### config.mk
export PLATFORM = sky130hd
export DESIGN_NAME = note_sequencer
export DESIGN_NICKNAME = d
export VERILOG_FILES = /design/src/rtl/note_sequencer.sv
export SDC_FILE = /design/constraint.sdc
export NUM_CORES = 1
export LEC_CHECK = 0
export ABC_AREA = 1
export BUFFER_PORTS_ARGS = -buffer_cell sky130_fd_sc_hd__buf_2
export CORE_ASPECT_RATIO = 1.75
export CORE_MARGIN = 5
export CORE_UTILIZATION = 30
export DETAILED_ROUTE_END_ITERATION = 12
export GPL_ROUTABILITY_DRIVEN = 1
export PLACE_DENSITY = 0.54
export SYNTH_ARGS = -nofsm -noshare
export SYNTH_HDL_FRONTEND = slang
export SYNTH_SLANG_ARGS = --single-unit
export TNS_END_PERCENT = 30
### constraint.sdc
create_clock -name clk -period 4.4 [get_ports clk]
set_input_delay 0.66 -clock clk [delete_from_list [all_inputs] [get_ports clk]]
set_output_delay 0.66 -clock clk [all_outputs]
set_load 0.03 [all_outputs]
### src/rtl/note_sequencer.sv
// Song note sequencer: walks the duration ROM by note_index, times PLAY/GAP per note, gates note_on.
// Outputs registered (1 cycle after decision); pause freezes note timing, stop aborts at once.
module note_sequencer #(
  parameter int CLOCK_FREQ = 100_000_000,
  parameter int GAP_CYCLES = CLOCK_FREQ / 100
) (
  input  logic        clk,
  input  logic        rst,
  input  logic        play,
  input  logic        stop,
  input  logic        pause,
  input  logic        loop_en,
  input  logic [10:0] song_len,
  input  logic [28:0] note_dur,
  output logic [10:0] note_index,
  output logic        note_on,
  output logic        note_start,
  output logic        song_done,
  output logic        busy
);

  localparam logic [28:0] GAP_W = 29'(GAP_CYCLES);

  typedef enum logic [1:0] {S_IDLE, S_LOAD, S_PLAY, S_GAP} state_t;

  state_t      r_state;
  logic [10:0] r_idx;
  logic [10:0] r_len;
  logic [28:0] r_cnt;
  logic [28:0] r_off;
  logic        r_note_on;
  logic        r_note_start;
  logic        r_song_done;
  logic        r_busy;

  state_t      w_state_nxt;
  logic [10:0] w_idx_nxt;
  logic [10:0] w_len_nxt;
  logic [28:0] w_cnt_nxt;
  logic [28:0] w_off_nxt;
  logic        w_done_nxt;
  logic        w_adv;
  logic [28:0] w_dur;
  logic [28:0] w_on_len;
  logic [28:0] w_off_len;

  // A zero-length note still sounds for one cycle; short notes keep at least one on-cycle.
  assign w_dur     = (note_dur == 29'd0) ? 29'd1 : note_dur;
  assign w_on_len  = (w_dur > GAP_W) ? (w_dur - GAP_W) : 29'd1;
  assign w_off_len = w_dur - w_on_len;

  always_comb begin
    w_state_nxt = r_state;
    w_idx_nxt   = r_idx;
    w_len_nxt   = r_len;
    w_cnt_nxt   = r_cnt;
    w_off_nxt   = r_off;
    w_done_nxt  = 1'b0;
    w_adv       = 1'b0;
    case (r_state)
      S_IDLE: begin
        if (play) begin
          if (song_len != 11'd0) begin
            w_len_nxt   = song_len;
            w_idx_nxt   = 11'd0;
            w_state_nxt = S_LOAD;
          end else begin
            w_done_nxt = 1'b1;
          end
        end
      end
      S_LOAD: begin
        w_cnt_nxt   = w_on_len;
        w_off_nxt   = w_off_len;
        w_state_nxt = S_PLAY;
      end
      S_PLAY: begin
        if (!pause) begin
          if (r_cnt == 29'd1) begin
            if (r_off != 29'd0) begin
              w_cnt_nxt   = r_off;
              w_state_nxt = S_GAP;
            end else begin
              w_adv = 1'b1;
            end
          end else begin
            w_cnt_nxt = r_cnt - 29'd1;
          end
        end
      end
      S_GAP: begin
        if (!pause) begin
          if (r_cnt == 29'd1) w_adv = 1'b1;
          else                w_cnt_nxt = r_cnt - 29'd1;
        end
      end
      default: w_state_nxt = S_IDLE;
    endcase

    if (w_adv) begin
      if (r_idx != r_len - 11'd1) begin
        w_idx_nxt   = r_idx + 11'd1;
        w_state_nxt = S_LOAD;
      end else if (loop_en) begin
        w_idx_nxt   = 11'd0;
        w_state_nxt = S_LOAD;
      end else begin
        w_idx_nxt   = 11'd0;
        w_done_nxt  = 1'b1;
        w_state_nxt = S_IDLE;
      end
    end

    // Abort overrides everything except reset, and never reports completion.
    if (stop) begin
      w_state_nxt = S_IDLE;
      w_idx_nxt   = 11'd0;
      w_done_nxt  = 1'b0;
    end
  end

  always_ff @(posedge clk) begin
    if (rst) begin
      r_state      <= S_IDLE;
      r_idx        <= 11'd0;
      r_len        <= 11'd0;
      r_cnt        <= 29'd0;
      r_off        <= 29'd0;
      r_note_on    <= 1'b0;
      r_note_start <= 1'b0;
      r_song_done  <= 1'b0;
      r_busy       <= 1'b0;
    end else begin
      r_state      <= w_state_nxt;
      r_idx        <= w_idx_nxt;
      r_len        <= w_len_nxt;
      r_cnt        <= w_cnt_nxt;
      r_off        <= w_off_nxt;
      r_note_on    <= (w_state_nxt == S_PLAY) && !pause;
      r_note_start <= (r_state == S_LOAD) && (w_state_nxt == S_PLAY);
      r_song_done  <= w_done_nxt;
      r_busy       <= (w_state_nxt != S_IDLE);
    end
  end

  assign note_index = r_idx;
  assign note_on    = r_note_on;
  assign note_start = r_note_start;
  assign song_done  = r_song_done;
  assign busy       = r_busy;

endmodule

==> metrics list <==
- The finished cells cover 8250 sq um.
* DRC violation count after routing: 0
- Num ports: 61
* Classification of the worst setup path: in -> reg
- Site Rows: 76
- Netlist area before placement: 7370 sq um
- Number of buffers created by CTS: 9
- The min-delay analysis places its worst path in the category reg -> reg.
* Total Negative Setup Slacks: 0 ns
* Critical Path, Cell by Cell: buf_2 -> nor2_2 -> nand2_1 -> nor2_1 -> nand2_1 -> nor2_2 -> nor2_4 -> nand4_2 -> nand2_4 -> inv_4 -> nand2_1 -> ha_1 -> a21oi_1 -> inv_1 -> a21oi_1 -> a21boi_2 -> o21ai_1 -> nand2_1 -> nand3_1 -> nand2_1 -> inv_1
- STA classifies the critical path endpoint as a flop.
* Static Leakage: 3.96 nW
- Setup repair after global routing left no endpoint under its margin.
* Bufs on Longest Clock Path: 2
- Layout cell share with drive strength beyond 1: 0.129
- Required time worst endpoint: 4.66 ns
- Multi-input gate area in the final layout: 4810 sq um
- The tool flagged a number of max-cap violations equal to 0.
- The worst-case IR drop observed on VDD is 0.247 mV.
- The first detailed-routing pass took 5 iterations.
* Number of enable flip-flop cells after synthesis: 0
* Peak clock frequency supported by timing: 277 MHz
* Initial antenna violation count: 0
- Summed over all layers, the routed wires come to 25.8 mm.
- The tree is rooted in a sky130_fd_sc_hd__clkbuf_16.
- Skew final: 0.0129 ns
- Total setup violations reported at the end of the flow: 0
- TritonCTS built the clock tree.
- Total grt overflow: 0
- The flow ran to the end, and the final reports show no timing, DRC or antenna violations.
* Global-route wire length before repair: 40.6 mm
- The worst path in the final design needs a cycle of 3.61 ns, including I/O delays and setup.
- Counting every sink on the clock net gives 86.
- After clock tree synthesis, the clock-pin slew on the worst setup and hold paths is 0.07 ns.
* Largest net degree at the start of global routing: 36
- Starting utilization of the core area: 0.302
- Predominant post-synthesis flop cell: sky130_fd_sc_hd__dfxtp_1
- Vias: 7757
* Setup Fix Bufs, Post-CTS: 0
- Vias in the first global route: 7855
- Die Span Y: 217 um
* Final net count: 1299
- Share of the yosys chip area belonging to registers: 0.233
- Share of synthesized registers carrying an async set or reset: 0
- For this run, the share of the core covered by cells in the final layout is 0.338.
* Final HPWL from detailed placement: 21.3 mm
- At the end of routability-driven placement, the weighted congestion stood at 0.948.
- Arrival time at the worst endpoint: 3.87 ns
- In this run, synthesis produced a sequential element count of 86.
* Antenna Cells: 0
- In this run the remaining antenna-violating nets after routing total 0.
- In this run the tightest slew margin relative to its limit is 0.476.
- Wire length per cell: 16.7 um
- Number of I/O port buffers: 60
- In this run, the number of DRC markers left after iteration 0 of detailed routing was 370.
- In this run the mean area of a mapped cell was 6.17 sq um.
- For this design the ratio of total power to cell area is 304 nW/um^2.
* Startpoint Class: primary input
- Hold violation count in the final report: 0
- Overall die area: 27900 sq um
* Critical Path Slowest Stage Cell: sky130_fd_sc_hd__ha_1
- After detailed placement, the total cell area comes to 7930 sq um.
- In this design, the stage delay of the slowest critical-path cell is 0.35 ns.
- Post-CTS repair changed the size of 0 cells.
- The core region is 24400 sq um.
- Tightest Pin Transition: 0.783 ns
- Dividing the final minimum period by the clock period gives 0.819.
* Gate count after technology mapping: 1195
- Counting the fill cells in the layout gives 2753.
* Total of warnings raised by yosys: 0
- Signed area change from the synthesized netlist to the final layout: 11.9%
* Net count after synthesis: 1263
- The max-slew violation count was 0.
- GRT Total Usage: 0.186
* Overall die width: 129 um
- Number of levels the H-tree was split into: 3
* Via/cell ratio: 5.01
- Source-to-sink clock delay at the later pin of the worst-skew pair: 0.37 ns
- Number of hold buffers added after CTS: 0
* Distinct cell type count of the synthesized netlist: 52
- In this run the worst path has a maximum fanout of 17.
* Cell repeated most along the worst path: sky130_fd_sc_hd__nand2_1
- Registers take 1720 sq um.
==> report_power, final <==
group,internal (W),switching [W],leakage [nW]
registers,0.000830,0.0000467,0.703
clock network,0.000501,0.000357,0.153
logic,0.000266,0.000511,3.10
total,0.00160,0.000915,3.96
==> cells by family after synthesis <==
group / Yosys count / share of synthesized area
DFF: 86 / 0.233
and+or+nand+nor: 579 / 0.363
AOI/OAI and AO/OA: 234 / 0.183
buffers and inverters: 216 / 0.115
adders and majority gates: 22 / 0.0373
xor gates and xnor gates: 58 / 0.0689
==> metal layers <==
layer	share of wire	track usage	up-vias
met5	0	0	-
met4	0.047	0.0960	0
met3	0.027	0.0191	55
met2	0.56	0.367	152
met1	0.37	0.185	3570
li1	-	-	3980
==> worst paths after layout <==
path,from,to,slack [ns],depth (start not counted)
worst min register to register,r_off[7],r_off[7],0.49,2
worst max-delay path,note_dur[25],r_off[17],0.79,21
worst max register to register,r_state[0],r_cnt[1],1.30,8
worst min-delay path,r_off[7],r_off[7],0.49,2
==> flip-flops by register name, summed over array words and instances (netlist names) <==
name	count
busy	1
note_index	11
note_on	1
note_start	1
r_cnt	29
r_len	11
r_off	29
r_state	2
song_done	1
==> worst max-delay path: cells and delay by family <==
family	cells	cell delay, ns
buffers and inverters	4	0.44
adder cells (fa/ha/maj)	1	0.35
AND/OR/NAND/NOR	12	1.60
AO/OA/AOI/OAI	4	0.79
==> layout by cell type (no fill, tap or decap), types with 4 or more instances in the layout <==
| master | instances |
|---|---|
| sky130_fd_sc_hd__nand2_1 | 225 |
| sky130_fd_sc_hd__nor2_4 | 6 |
| sky130_fd_sc_hd__xnor2_1 | 17 |
| sky130_fd_sc_hd__a21oi_1 | 91 |
| sky130_fd_sc_hd__nand3b_1 | 4 |
| sky130_fd_sc_hd__buf_2 | 60 |
| sky130_fd_sc_hd__xor2_1 | 41 |
| sky130_fd_sc_hd__and3_1 | 4 |
| sky130_fd_sc_hd__o22ai_1 | 6 |
| sky130_fd_sc_hd__nor2_1 | 163 |
| sky130_fd_sc_hd__clkbuf_16 | 9 |
| sky130_fd_sc_hd__ha_1 | 22 |
| sky130_fd_sc_hd__nand4_1 | 21 |
| sky130_fd_sc_hd__o221ai_1 | 5 |
| sky130_fd_sc_hd__inv_1 | 164 |
| sky130_fd_sc_hd__buf_4 | 8 |
| sky130_fd_sc_hd__nor2_2 | 12 |
| sky130_fd_sc_hd__or2_2 | 9 |
| sky130_fd_sc_hd__o211ai_1 | 7 |
| sky130_fd_sc_hd__nand2_2 | 16 |
| sky130_fd_sc_hd__nand3_1 | 62 |
| sky130_fd_sc_hd__o21ai_1 | 11 |
| sky130_fd_sc_hd__dfxtp_1 | 86 |
| sky130_fd_sc_hd__o21ai_0 | 70 |
| sky130_fd_sc_hd__a221oi_1 | 16 |
| sky130_fd_sc_hd__nand2_4 | 10 |
| sky130_fd_sc_hd__inv_2 | 4 |
| sky130_fd_sc_hd__clkinv_1 | 4 |
| sky130_fd_sc_hd__nor4_1 | 10 |
| sky130_fd_sc_hd__a31oi_1 | 11 |
| sky130_fd_sc_hd__nand3_2 | 7 |
| sky130_fd_sc_hd__nor3_1 | 20 |
==> Yosys cell counts (2+ instances only) <==
master                      instances  area share
sky130_fd_sc_hd__nand2_4           10       0.015
sky130_fd_sc_hd__dfxtp_1           86        0.23
sky130_fd_sc_hd__nor2_1           163       0.083
sky130_fd_sc_hd__inv_1            164       0.083
sky130_fd_sc_hd__or2_2              9      0.0076
sky130_fd_sc_hd__o211ai_1           7      0.0071
sky130_fd_sc_hd__nand2_2           16       0.014
sky130_fd_sc_hd__and3_1             4      0.0034
sky130_fd_sc_hd__o21bai_1           2      0.0020
sky130_fd_sc_hd__buf_2              6      0.0041
sky130_fd_sc_hd__o21ai_0           70       0.048
sky130_fd_sc_hd__o21ai_1           11      0.0075
sky130_fd_sc_hd__nand3_2            7      0.0095
sky130_fd_sc_hd__a221oi_1          16       0.019
sky130_fd_sc_hd__nand3b_1           4      0.0041
sky130_fd_sc_hd__nor3_1            20       0.014
sky130_fd_sc_hd__a21oi_2            3      0.0036
sky130_fd_sc_hd__xnor2_1           17       0.020
sky130_fd_sc_hd__nor2_4             6      0.0092
sky130_fd_sc_hd__nor3b_1            3      0.0031
sky130_fd_sc_hd__nor2_2            12       0.010
sky130_fd_sc_hd__nor4_1            10      0.0085
sky130_fd_sc_hd__clkbuf_1          34       0.017
sky130_fd_sc_hd__o22ai_1            6      0.0051
sky130_fd_sc_hd__nand4_1           21       0.018
sky130_fd_sc_hd__nand2_1          225        0.11
sky130_fd_sc_hd__o221ai_1           5      0.0059
sky130_fd_sc_hd__o2111ai_1          2      0.0024
sky130_fd_sc_hd__a21oi_1           91       0.062
sky130_fd_sc_hd__o21ai_2            3      0.0036
sky130_fd_sc_hd__clkinv_1           4      0.0020
sky130_fd_sc_hd__ha_1              22       0.037
sky130_fd_sc_hd__a31oi_1           11      0.0093
sky130_fd_sc_hd__nand3_1           62       0.042
sky130_fd_sc_hd__o21a_1             3      0.0031
sky130_fd_sc_hd__xor2_1            41       0.049
sky130_fd_sc_hd__inv_2              4      0.0020
==> through the flow <==
| step | std cells | power, W | setup WS, ns | hold WS, ns |
|---|---|---|---|---|
| 2_1_floorplan | 1195 | 0.00144 | 1.00 | 0.449 |
| 3_5_place_dp | 1532 | 0.00167 | 0.446 | 0.472 |
| 6_report | 1547 | 0.00251 | 0.795 | 0.488 |
| 5_1_grt | 1547 | 0.00266 | 0.594 | 0.531 |
| 4_1_cts | 1547 | 0.00253 | 0.806 | 0.488 |
| 3_3_place_gp | 1532 | 0.00167 | 0.466 | 0.471 |
==> cell type report <==
cell class                      count  area share
Timing Repair Buffer               68      0.0437
Multi-Input combinational cell    893       0.583
Inverter                          173      0.0790
Clock buffer                        9      0.0273
Clock inverter                      6      0.0114
Sequential cell                    86       0.209
Tap cell                          312      0.0473
(Power assumes the default switching activity.)
